==> config.mk <==
export PLATFORM = sky130hd
export DESIGN_NAME = mlp_patch_gather
export DESIGN_NICKNAME = d
export VERILOG_FILES = /design/src/rtl/mlp_patch_gather.sv
export SDC_FILE = /design/constraint.sdc
export NUM_CORES = 1
export LEC_CHECK = 0
export BUFFER_PORTS_ARGS = -buffer_cell sky130_fd_sc_hd__buf_4
export CAP_MARGIN = 20
export CORE_MARGIN = 3
export CORE_UTILIZATION = 51
export CTS_CLUSTER_SIZE = 12
export DETAILED_ROUTE_END_ITERATION = 8
export GPL_TIMING_DRIVEN = 0
export PLACE_DENSITY = 0.79
export SLEW_MARGIN = 15
export SYNTH_ARGS = -nofsm -noshare
export SYNTH_HDL_FRONTEND = slang
export SYNTH_SLANG_ARGS = --single-unit
==> constraint.sdc <==
create_clock -name clk_i -period 9.8 [get_ports clk_i]
set_input_delay 1.96 -clock clk_i [delete_from_list [all_inputs] [get_ports clk_i]]
set_output_delay 1.96 -clock clk_i [all_outputs]
set_load 0.005 [all_outputs]
==> src/rtl/mlp_patch_gather.sv <==
// mlp_patch_gather
//   For each accepted DVS event, reads the (2R+1)^2 {ts,pol} neighbourhood around (x,y) from
//   pixel memory over NPORTS lanes per beat and turns every pixel into a decayed-age feature
//   (TAU - age, clipped at the frame edges). Feature beats are buffered in a small FIFO and
//   streamed out under valid/ready. Once all beats are issued, the event is written into the
//   centre pixel.
// Ports
//   clk_i, rst_i                  clock; asynchronous active-high reset
//   ev_vld_i/ev_rdy_o             event handshake; ev_x_i, ev_y_i, ev_pol_i, ev_ts_i payload
//   mem_cen_o                     per-lane memory enable; mem_we_o write strobe (lane 0 only)
//   mem_addr_x_o, mem_addr_y_o    per-lane pixel coordinates
//   mem_wdata_o                   write word {ts,pol}; mem_rdata_i per-lane read data (1-cycle latency)
//   feat_vld_o/feat_rdy_i         feature handshake
//   feat_lane_vld_o               lane maps to a real pixel (out-of-frame pixels count, padding does not)
//   feat_age_o, feat_pol_o        per-lane feature; feat_last_o marks the event's final beat
//   busy_o                        FSM not idle; done_o one-cycle pulse on the centre write
module mlp_patch_gather #(
   parameter int unsigned DVS_WIDTH  = 346,
   parameter int unsigned DVS_HEIGHT = 260,
   parameter int unsigned XY_BITS    = 9,
   parameter int unsigned TS_BITS    = 16,
   parameter int unsigned POL_BITS   = 2,
   parameter int unsigned WORD_SIZE  = TS_BITS + POL_BITS,
   parameter int unsigned PATCH_R    = 3,
   parameter int unsigned NPORTS     = 2,
   parameter int unsigned TAU        = 64,
   parameter int unsigned FIFO_D     = 4
) (
   input  logic                          clk_i,
   input  logic                          rst_i,
   input  logic                          ev_vld_i,
   output logic                          ev_rdy_o,
   input  logic [XY_BITS-1:0]            ev_x_i,
   input  logic [XY_BITS-1:0]            ev_y_i,
   input  logic [POL_BITS-1:0]           ev_pol_i,
   input  logic [TS_BITS-1:0]            ev_ts_i,
   output logic [NPORTS-1:0]             mem_cen_o,
   output logic                          mem_we_o,
   output logic [NPORTS*XY_BITS-1:0]     mem_addr_x_o,
   output logic [NPORTS*XY_BITS-1:0]     mem_addr_y_o,
   output logic [WORD_SIZE-1:0]          mem_wdata_o,
   input  logic [NPORTS*WORD_SIZE-1:0]   mem_rdata_i,
   output logic                          feat_vld_o,
   input  logic                          feat_rdy_i,
   output logic [NPORTS-1:0]             feat_lane_vld_o,
   output logic [NPORTS*TS_BITS-1:0]     feat_age_o,
   output logic [NPORTS*POL_BITS-1:0]    feat_pol_o,
   output logic                          feat_last_o,
   output logic                          busy_o,
   output logic                          done_o
);

   localparam int unsigned PW     = 2 * PATCH_R + 1;
   localparam int unsigned NPIX   = PW * PW;
   localparam int unsigned NBEATS = (NPIX + NPORTS - 1) / NPORTS;
   localparam int unsigned BW     = (NBEATS > 1) ? $clog2(NBEATS) : 1;
   localparam int unsigned KW     = $clog2(NBEATS * NPORTS) + 1;
   localparam int unsigned CW     = XY_BITS + 1;
   localparam int unsigned PTRW   = (FIFO_D > 1) ? $clog2(FIFO_D) : 1;
   localparam int unsigned CNTW   = $clog2(FIFO_D + 1);
   localparam int unsigned AW     = NPORTS * TS_BITS;
   localparam int unsigned PLW    = NPORTS * POL_BITS;
   localparam int unsigned EW     = AW + PLW + NPORTS + 1;

   typedef enum logic [1:0] {StIdle, StGather, StStore} state_e;

   state_e                state_q, state_d;
   logic [BW-1:0]         beat_q, beat_d;
   logic                  rdy_en_q;
   logic [XY_BITS-1:0]    ev_x_q, ev_y_q;
   logic [POL_BITS-1:0]   ev_pol_q;
   logic [TS_BITS-1:0]    ev_ts_q;

   logic                  accept, issue, store, room, last_beat;
   logic [CNTW:0]         occ;

   // Read stage (data returning from memory) and age stage (FIFO input)
   logic                  p1_vld_q, p1_last_q;
   logic [NPORTS-1:0]     p1_rd_q, p1_lv_q;
   logic                  p2_vld_q, p2_last_q;
   logic [NPORTS-1:0]     p2_lv_q;
   logic [AW-1:0]         p2_age_q, age_c;
   logic [PLW-1:0]        p2_pol_q, pol_c;

   logic [EW-1:0]         fifo_q [FIFO_D];
   logic [PTRW-1:0]       wr_ptr_q, rd_ptr_q;
   logic [CNTW-1:0]       cnt_q;
   logic                  push, pop;
   logic [EW-1:0]         head;

   logic [NPORTS-1:0]         lane_pad, lane_rd;
   logic [NPORTS*XY_BITS-1:0] lane_x, lane_y;

   assign ev_rdy_o  = rdy_en_q && (state_q == StIdle);
   assign accept    = ev_vld_i && ev_rdy_o;
   assign last_beat = (beat_q == BW'(NBEATS - 1));
   assign busy_o    = (state_q != StIdle);
   assign done_o    = store;

   // Reserve FIFO space for every beat still in the read/age pipeline
   assign occ  = {1'b0, cnt_q} + (CNTW+1)'(p1_vld_q) + (CNTW+1)'(p2_vld_q);
   assign room = (occ < (CNTW+1)'(FIFO_D));

   always_comb begin
      state_d = state_q;
      beat_d  = beat_q;
      issue   = 1'b0;
      store   = 1'b0;
      unique case (state_q)
         StIdle: begin
            if (accept) begin
               state_d = StGather;
               beat_d  = '0;
            end
         end
         StGather: begin
            if (room) begin
               issue = 1'b1;
               if (last_beat) begin
                  state_d = StStore;
                  beat_d  = '0;
               end else begin
                  beat_d = beat_q + BW'(1);
               end
            end
         end
         StStore: begin
            store   = 1'b1;
            state_d = StIdle;
         end
         default: state_d = StIdle;
      endcase
   end

   always_ff @(posedge clk_i or posedge rst_i) begin
      if (rst_i) begin
         state_q  <= StIdle;
         beat_q   <= '0;
         rdy_en_q <= 1'b0;
         ev_x_q   <= '0;
         ev_y_q   <= '0;
         ev_pol_q <= '0;
         ev_ts_q  <= '0;
      end else begin
         state_q  <= state_d;
         beat_q   <= beat_d;
         rdy_en_q <= 1'b1;
         if (accept) begin
            ev_x_q   <= ev_x_i;
            ev_y_q   <= ev_y_i;
            ev_pol_q <= ev_pol_i;
            ev_ts_q  <= ev_ts_i;
         end
      end
   end

   // Per-lane geometry for the current beat and age conversion for returning data
   for (genvar l = 0; l < NPORTS; l++) begin : g_lane
      logic [KW-1:0]          k, col, row;
      logic signed [CW-1:0]   px, py;
      logic                   oof;
      logic [WORD_SIZE-1:0]   word;
      logic [TS_BITS-1:0]     d;
      logic                   hit;

      assign k   = KW'(beat_q) * KW'(NPORTS) + KW'(l);
      assign col = k % KW'(PW);
      assign row = k / KW'(PW);
      assign px  = $signed({1'b0, ev_x_q}) + $signed(CW'(col)) - $signed(CW'(PATCH_R));
      assign py  = $signed({1'b0, ev_y_q}) + $signed(CW'(row)) - $signed(CW'(PATCH_R));
      assign oof = px[CW-1] || (px >= $signed(CW'(DVS_WIDTH))) ||
                   py[CW-1] || (py >= $signed(CW'(DVS_HEIGHT)));

      assign lane_pad[l] = (k >= KW'(NPIX));
      assign lane_rd[l]  = !lane_pad[l] && !oof;
      assign lane_x[l*XY_BITS +: XY_BITS] = px[XY_BITS-1:0];
      assign lane_y[l*XY_BITS +: XY_BITS] = py[XY_BITS-1:0];

      // Word 0 marks a never-written pixel; d wraps modulo 2^TS_BITS
      assign word = mem_rdata_i[l*WORD_SIZE +: WORD_SIZE];
      assign d    = ev_ts_q - word[WORD_SIZE-1:POL_BITS];
      assign hit  = p1_rd_q[l] && (word != '0) && (d < TS_BITS'(TAU));
      assign age_c[l*TS_BITS +: TS_BITS]   = hit ? (TS_BITS'(TAU) - d) : '0;
      assign pol_c[l*POL_BITS +: POL_BITS] = hit ? word[POL_BITS-1:0] : '0;
   end

   always_comb begin
      mem_cen_o    = '0;
      mem_we_o     = 1'b0;
      mem_addr_x_o = '0;
      mem_addr_y_o = '0;
      mem_wdata_o  = '0;
      if (issue) begin
         mem_cen_o = lane_rd;
         for (int l = 0; l < NPORTS; l++) begin
            if (lane_rd[l]) begin
               mem_addr_x_o[l*XY_BITS +: XY_BITS] = lane_x[l*XY_BITS +: XY_BITS];
               mem_addr_y_o[l*XY_BITS +: XY_BITS] = lane_y[l*XY_BITS +: XY_BITS];
            end
         end
      end
      if (store) begin
         mem_cen_o[0]                = 1'b1;
         mem_we_o                    = 1'b1;
         mem_addr_x_o[XY_BITS-1:0]   = ev_x_q;
         mem_addr_y_o[XY_BITS-1:0]   = ev_y_q;
         mem_wdata_o                 = {ev_ts_q, ev_pol_q};
      end
   end

   always_ff @(posedge clk_i or posedge rst_i) begin
      if (rst_i) begin
         p1_vld_q  <= 1'b0;
         p1_rd_q   <= '0;
         p1_lv_q   <= '0;
         p1_last_q <= 1'b0;
         p2_vld_q  <= 1'b0;
         p2_age_q  <= '0;
         p2_pol_q  <= '0;
         p2_lv_q   <= '0;
         p2_last_q <= 1'b0;
      end else begin
         p1_vld_q  <= issue;
         p1_rd_q   <= issue ? lane_rd : '0;
         p1_lv_q   <= ~lane_pad;
         p1_last_q <= last_beat;
         p2_vld_q  <= p1_vld_q;
         p2_age_q  <= age_c;
         p2_pol_q  <= pol_c;
         p2_lv_q   <= p1_lv_q;
         p2_last_q <= p1_last_q;
      end
   end

   // Output FIFO; admission control above guarantees it never overflows
   assign push = p2_vld_q;
   assign pop  = feat_vld_o && feat_rdy_i;
   assign head = fifo_q[rd_ptr_q];

   always_ff @(posedge clk_i) begin
      if (push) begin
         fifo_q[wr_ptr_q] <= {p2_last_q, p2_lv_q, p2_pol_q, p2_age_q};
      end
   end

   always_ff @(posedge clk_i or posedge rst_i) begin
      if (rst_i) begin
         wr_ptr_q <= '0;
         rd_ptr_q <= '0;
         cnt_q    <= '0;
      end else begin
         if (push) begin
            wr_ptr_q <= (wr_ptr_q == PTRW'(FIFO_D - 1)) ? '0 : wr_ptr_q + PTRW'(1);
         end
         if (pop) begin
            rd_ptr_q <= (rd_ptr_q == PTRW'(FIFO_D - 1)) ? '0 : rd_ptr_q + PTRW'(1);
         end
         cnt_q <= cnt_q + CNTW'(push) - CNTW'(pop);
      end
   end

   assign feat_vld_o      = (cnt_q != '0);
   assign feat_age_o      = feat_vld_o ? head[AW-1:0] : '0;
   assign feat_pol_o      = feat_vld_o ? head[AW +: PLW] : '0;
   assign feat_lane_vld_o = feat_vld_o ? head[AW+PLW +: NPORTS] : '0;
   assign feat_last_o     = feat_vld_o && head[EW-1];

endmodule

==> metrics.csv, run 1 <==
metric,value,unit
setup-violations-final,0,
cts_buffers,27,
syn_inst,1215,
grt-ovfl-total,0,
maxSlewViolCount,0,
synth_top_area_cell,edfxtp_1,
multiInputGateArea,0.00652,mm²
netlist_area,0.0142,mm²
rsz0062_at_grt,no,
antenna_found_initial,0,
core_area,0.0272,mm²
async_flop_share,38.3,%
period_minus_slack,9.22,ns
final_cell_area,0.0171,mm²
first_global_vias,10400,
port-buffer-count,175,
path_max_fanout,10,
relSlewSlack,33.7,%
syn2layout_area_growth,20.2,%
grt_max_degree,53,
netlist_top_cells_area,"edfxtp_1 (33%), dfrtp_1 (17%), ha_1 (8.5%), mux4_2 (6.2%), inv_1 (3.3%)",
finalHoldViolCount,0,
clk_pin_slew,0.06,ns
ff_latch_area,0.00711,mm²
fmax,109,MHz
clock_latency,0.55,ns
htreeDepth,1,
synth_ff_type,edfxtp_1,
hold_class,reg2reg,
tightest_slew,0.994,ns
hold_ws,0.347,ns
clockBufferDepth,3,
avgSynthCellArea,11.7,µm²
nNetsFinal,1623,
synth_edf_count,156,
drt.antenna.violating_nets,0,
utilization,62.7,%
finalSetupTns,0,ns
drt_iter0_drc,654,
initial_core_util,52.2,%
synth_commonest_cells,"edfxtp_1 (156), inv_1 (123), dfrtp_1 (97)",
wirelength,33200,µm
layout-drive-gt1-share,21.8,%
fp.dieW,173,µm
ys_types,76,
drt_first_pass_iters,5,
grt_pass1_wl,53200,µm
cts_root_buffer,clkbuf_16,
finalCritPeriodShare,94.0,%
boundaryPins,176,
cp.arrival,7.26,ns
critical_path_class,reg2out,
place_area,0.0162,mm²
hpwl,24600,µm
fill_cells,2136,
cts_tree,done,
status,"complete, no violations",
row_count,60,
min-delay-start,p1_last_q,
drc,0,
grtUsageTotal,21.7,%
dieArea,0.0299,mm²
crit_start,beat_q[0],
antenna_cells,0,
vias_per_cell,5.64,
gp_congestion,0.925,
netlist.area_leader.share,33.0,%
die_h,173,µm
yosysMostFrequentCell,edfxtp_1,
worstPathRequired,7.84,ns
synth-seq-cells,253,
yosysWarnings,0,
avgRoutedWirePerCell,18.1,µm
cp-start-kind,register,
cts_sinks,253,
max_cap_viol_count,0,
num_vias,10400,
timing.rr.start,beat_q[0],
cp-end-kind,output port,
skew,0.0199,ns
seq_area_frac_synth,50.1,%
## worst paths after layout
kind                            slack (ns)  cells after the start      endpoint
worst max-delay path                  0.58                     24  mem_cen_o[1]
worst min-delay path                  0.35                      0     p2_last_q
worst max register to register        3.13                     23    p1_rd_q[1]
worst min register to register        0.35                      0     p2_last_q
max in group asynchronous             7.70                      3  p2_age_q[24]
min in group asynchronous             1.45                      2   ev_pol_q[0]
## sequential cells by signal, summed over array words and instances (netlist names), 3 cells and up
signal,flops
fifo_q,156
p2_age_q,32
ev_ts_q,16
ev_x_q,9
ev_y_q,9
beat_q,5
p2_pol_q,4
cnt_q,3
## area by class of cell
type	count	area share, %
plain buffers	43	1.09
clock buffers	42	4.47
clock inverters	7	0.492
inverters	124	2.78
multi-input cells	812	38.2
flip-flops and latches	253	41.7
well taps	372	2.73
repair buffers	183	8.51
## metrics by stage
| step | instances | setup WS [ns] |
|---|---|---|
| 2_1_floorplan | 1232 | 1.77 |
| 3_3_place_gp | 1779 | 0.376 |
| 3_5_place_dp | 1784 | 0.341 |
| 4_1_cts | 1833 | 0.0539 |
| 5_1_grt | 1836 | 0.0312 |
| 6_report | 1836 | 0.585 |
## metal layers
metal	up-vias	share of wire, %	track usage, %
met3	57	7.3	4.11
met4	0	2.8	6.82
li1	4917	-	-
met1	4987	42	28.9
met2	398	48	36.5
met5	-	0	0
## kinds of logic (layout without fill, tap and decap cells)
family	Yosys count	after routing	synth area share [%]
other cells	2	19	0.0529
fa+ha+maj	103	103	9.45
simple gates	325	325	12.3
xor+xnor	50	50	3.09
flops	253	253	50.1
mux	72	72	8.74
compound gates	243	243	11.6
buf+inv	167	399	4.59
## critical path, stage by stage, from the launching register on
cell and delay (ns):
dfrtp_2 0.48, clkinvlp_4 0.26, ha_1 0.35, or2_1 0.23
clkbuf_2 0.16, o31a_1 0.29, o221ai_4 0.25, mux2i_4 0.36
inv_1 0.09, ha_1 0.25, a211oi_2 0.32, nand3_1 0.15
mux2i_1 0.28, ha_1 0.29, ha_1 0.25, fa_1 0.44
a211oi_1 0.28, o21bai_1 0.15, a2111oi_1 0.49, o21ai_0 0.16
a211oi_1 0.37, o221ai_2 0.23, buf_2 0.25, inv_1 0.17
buf_4 0.14
## layout by cell type (no fill, tap or decap), drive strengths merged, types with 12 or more instances in the layout
cell type,count
buf,200
edfxtp,156
inv,124
dfrtp,97
ha,96
clkbuf,68
nand2,66
o21ai,63
and2,63
nor2,54
a21oi,49
mux4,39
nor3,30
xnor2,28
mux2,25
xor2,22
conb,19
nand2b,16
nand3,16
a211oi,16
a21o,14
a22o,12
## repair_timing
| action | CTS | global route |
|---|---|---|
| pin swaps | 0 | 1 |
| buffers inserted | 0 | 3 |
| hold buffers | 0 | 0 |
| setup endpoints to repair | 15 | 19 |
| gates resized for setup | 2 | 5 |
Power of run 1 is not shown: default switching activity piles up to over one toggle a cycle in this logic, so the estimate is an artifact.
==> run 2: changes to the inputs <==
Settings changed: ABC_AREA set to 1.
==> run 2 against run 1 <==
Synthesized area increased by 3.1%. Design area increased by 2.3%. Clock-buffer cell count is 2 higher. Critical path type unchanged. Highest routed layer unchanged.
==> metrics.csv, run 2 <==
metric,value,unit,change
drt.antenna.violating_nets,0,,unchanged
core_area,0.0280,mm²,was 0.0272 mm²
hold_ws,0.352,ns,was 0.347 ns
skew,0.0139,ns,was 0.0199 ns
finalSetupTns,0,ns,unchanged
cp-end-kind,output port,,unchanged
syn2layout_area_growth,19.3,%,was 20.2%
num_vias,12400,,was 10400
async_flop_share,38.3,%,unchanged
layout-drive-gt1-share,13.2,%,was 21.8%
fill_cells,2399,,was 2136
critPathMaxStageDelay,0.46,ns,was 0.49 ns
route.met2.wl,17900,µm,was 15900 µm
clk_pin_slew,0.06,ns,about the same
cts_setup_buffers,0,,unchanged
avgSynthCellArea,8.44,µm²,was 11.7 µm²
drc,0,,unchanged
reg2reg_setup_slack,4.27,ns,was 3.13 ns
met3_length,2890,µm,was 2420 µm
initial_core_util,52.2,%,about the same
syn_inst,1733,,was 1215
largest_reg_flops,156,,unchanged
grt_max_degree,82,,was 53
synthMuxAreaShare,0.154,%,was 8.74%
cts_sinks,253,,unchanged
finalCritPeriodShare,82.4,%,was 94.0%
wl_met1,15500,µm,was 14000 µm
max_cap_viol_count,0,,unchanged
maxSlewViolCount,0,,unchanged
finalHoldViolCount,0,,unchanged
final_cell_mix,"nor2_1 (314), nand2_1 (288), inv_1 (239)",,"was buf_4 (180), edfxtp_1 (156), inv_1 (122)"
synth_top_area_cell,edfxtp_1,,unchanged
netlist.area_leader.share,32.0,%,was 33.0%
synth_top_family_by_area,simple AND/OR/NAND/NOR gates,,unchanged
grtUsageTotal,24.1,%,was 21.7%
netlist_area,0.0146,mm²,was 0.0142 mm²
yosysWarnings,0,,unchanged
drt_first_pass_iters,5,,unchanged
vias_per_cell,5.24,,was 5.64
dieArea,0.0308,mm²,was 0.0299 mm²
grt-ovfl-total,0,,unchanged
cp.arrival,6.11,ns,was 7.26 ns
critPathMostFrequentCell,nand2_1,,was ha_1
clock_latency,0.55,ns,about the same
tightest_slew,0.991,ns,was 0.994 ns
first_global_vias,12300,,was 10400
antenna_found_initial,0,,unchanged
multiInputGateArea,0.00643,mm²,was 0.00652 mm²
row_count,61,,was 60
grt_pass1_wl,60300,µm,was 53200 µm
synth_edf_count,156,,unchanged
worstPathRequired,7.84,ns,about the same
setup-violations-final,0,,unchanged
synth-seq-cells,253,,unchanged
synth_ff_type,edfxtp_1,,unchanged
nNetsFinal,2138,,was 1623
avgRoutedWirePerCell,15.8,µm,was 18.1 µm
relSlewSlack,33.4,%,was 33.7%
drt_iter0_drc,944,,was 654
yosysMostFrequentCell,nor2_1,,was edfxtp_1
ys_types,46,,was 76
top_signal_layer_used,met4,,unchanged
seq_area_frac_synth,48.6,%,was 50.1%
rsz0062_at_grt,no,,unchanged
antenna_cells,0,,unchanged
yosys.area_share.simple,22.4,%,was 12.3%
layout_commonest_cell,nor2_1,,was buf_4
fp.dieW,175,µm,was 173 µm
synthAdderAreaFrac,9.17,%,was 9.45%
cts_resized,0,,was 2
cp-start-kind,register,,unchanged
hold_class,reg2reg,,unchanged
dp_cells,2308,,was 1784
die_h,175,µm,was 173 µm
slowest_stage,dfrtp_1,,was a2111oi_1
utilization,62.3,%,was 62.7%
wirelength,37300,µm,was 33200 µm
clockBufferDepth,3,,unchanged
critical_path_class,reg2out,,unchanged
cts_buffers,27,,unchanged
cts_tree,done,,unchanged
synth_commonest_cells,"nor2_1 (314), nand2_1 (288), inv_1 (244)",,"was edfxtp_1 (156), inv_1 (123), dfrtp_1 (97)"
largest_register,fifo_q,,unchanged
ff_latch_area,0.00711,mm²,about the same
hpwl,27400,µm,was 24600 µm
synth_compound_area_share,8.73,%,was 11.6%
gp_congestion,0.947,,was 0.925
holdBufCountCts,0,,unchanged
fmax,124,MHz,was 109 MHz
boundaryPins,176,,unchanged
port-buffer-count,175,,unchanged
htreeDepth,1,,unchanged
path_max_fanout,11,,was 10
reg_top3,"fifo_q (156), p2_age_q (32), ev_ts_q (16)",,unchanged
cts_root_buffer,clkbuf_16,,unchanged
synthXorXnorAreaFrac,2.99,%,was 3.09%
status,"complete, no violations",,unchanged
fin_cells,2358,,was 1836
netlist_top_cells_area,"edfxtp_1 (32%), dfrtp_1 (17%), ha_1 (8.2%), nor2_1 (8.1%), nand2_1 (7.4%)",,"was edfxtp_1 (33%), dfrtp_1 (17%), ha_1 (8.5%), mux4_2 (6.2%), inv_1 (3.3%)"
period_minus_slack,8.07,ns,was 9.22 ns
## run 2: cell types whose count changed after synthesis, sizes merged, moves of 37 or more
cell   delta
a21oi    +77
o21ai    +37
nand3    +71
and2     -62
inv     +126
nand2   +234
nor2    +262
mux4     -39
## run 2: worst max-delay path, delay by kind of cell (launching register included)
| family | cells | cell delay, ns |
|---|---|---|
| AND/OR/NAND/NOR | 16 | 1.90 |
| adder cells (fa/ha/maj) | 5 | 1.40 |
| buffers and inverters | 9 | 1.29 |
| flip-flops | 1 | 0.46 |
| AO/OA/AOI/OAI | 2 | 0.32 |
| XOR/XNOR | 1 | 0.19 |
## run 2: path summary, 6_finish.rpt
| kind | cells after the start | from | end |
|---|---|---|---|
| hold / removal | 0 | p1_last_q | p2_last_q |
| hold reg to reg | 0 | p1_last_q | p2_last_q |
| max in group asynchronous | 3 | rst_i | ev_ts_q[10] |
| setup reg to reg | 32 | beat_q[0] | p1_rd_q[1] |
| setup / recovery | 33 | beat_q[0] | mem_cen_o[1] |
| min in group asynchronous | 2 | rst_i | ev_x_q[4] |
## run 2: cell families (layout without fill, tap and decap cells)
family	Yosys count	count (layout)
AO/OA/AOI/OAI	242	242
XOR/XNOR	50	50
adder cells (fa/ha/maj)	103	103
buffers and inverters	301	531
flip-flops	253	253
multiplexers	2	2
other	2	19
AND/OR/NAND/NOR	780	780
## run 2: stage by stage
| stage | setup WS [ns] | area [µm²] |
|---|---|---|
| after floorplan | 3.34 | 14700 |
| after global placement | 2.35 | 16500 |
| after detailed placement | 2.27 | 16600 |
| after CTS | 1.66 | 17400 |
| after global routing | 1.22 | 17400 |
| final | 1.73 | 17400 |
## run 2: final cells by class
class / instances / share of cell area (%)
sequential: 253 / 40.8
multi-input combinational: 1196 / 36.9
timing repair buffer: 180 / 8.15
inverter: 251 / 5.44
clock buffer: 44 / 4.47
tap: 378 / 2.71
buffer: 50 / 1.17
clock inverter: 6 / 0.430
## run 2: layer usage
layer | GRT usage, % | vias up
met5 | 0 | -
met4 | 7.35 | 0
met3 | 3.48 | 76
met2 | 41.9 | 509
met1 | 31.4 | 5675
li1 | - | 6102
Power of run 2 is left out for the same reason.
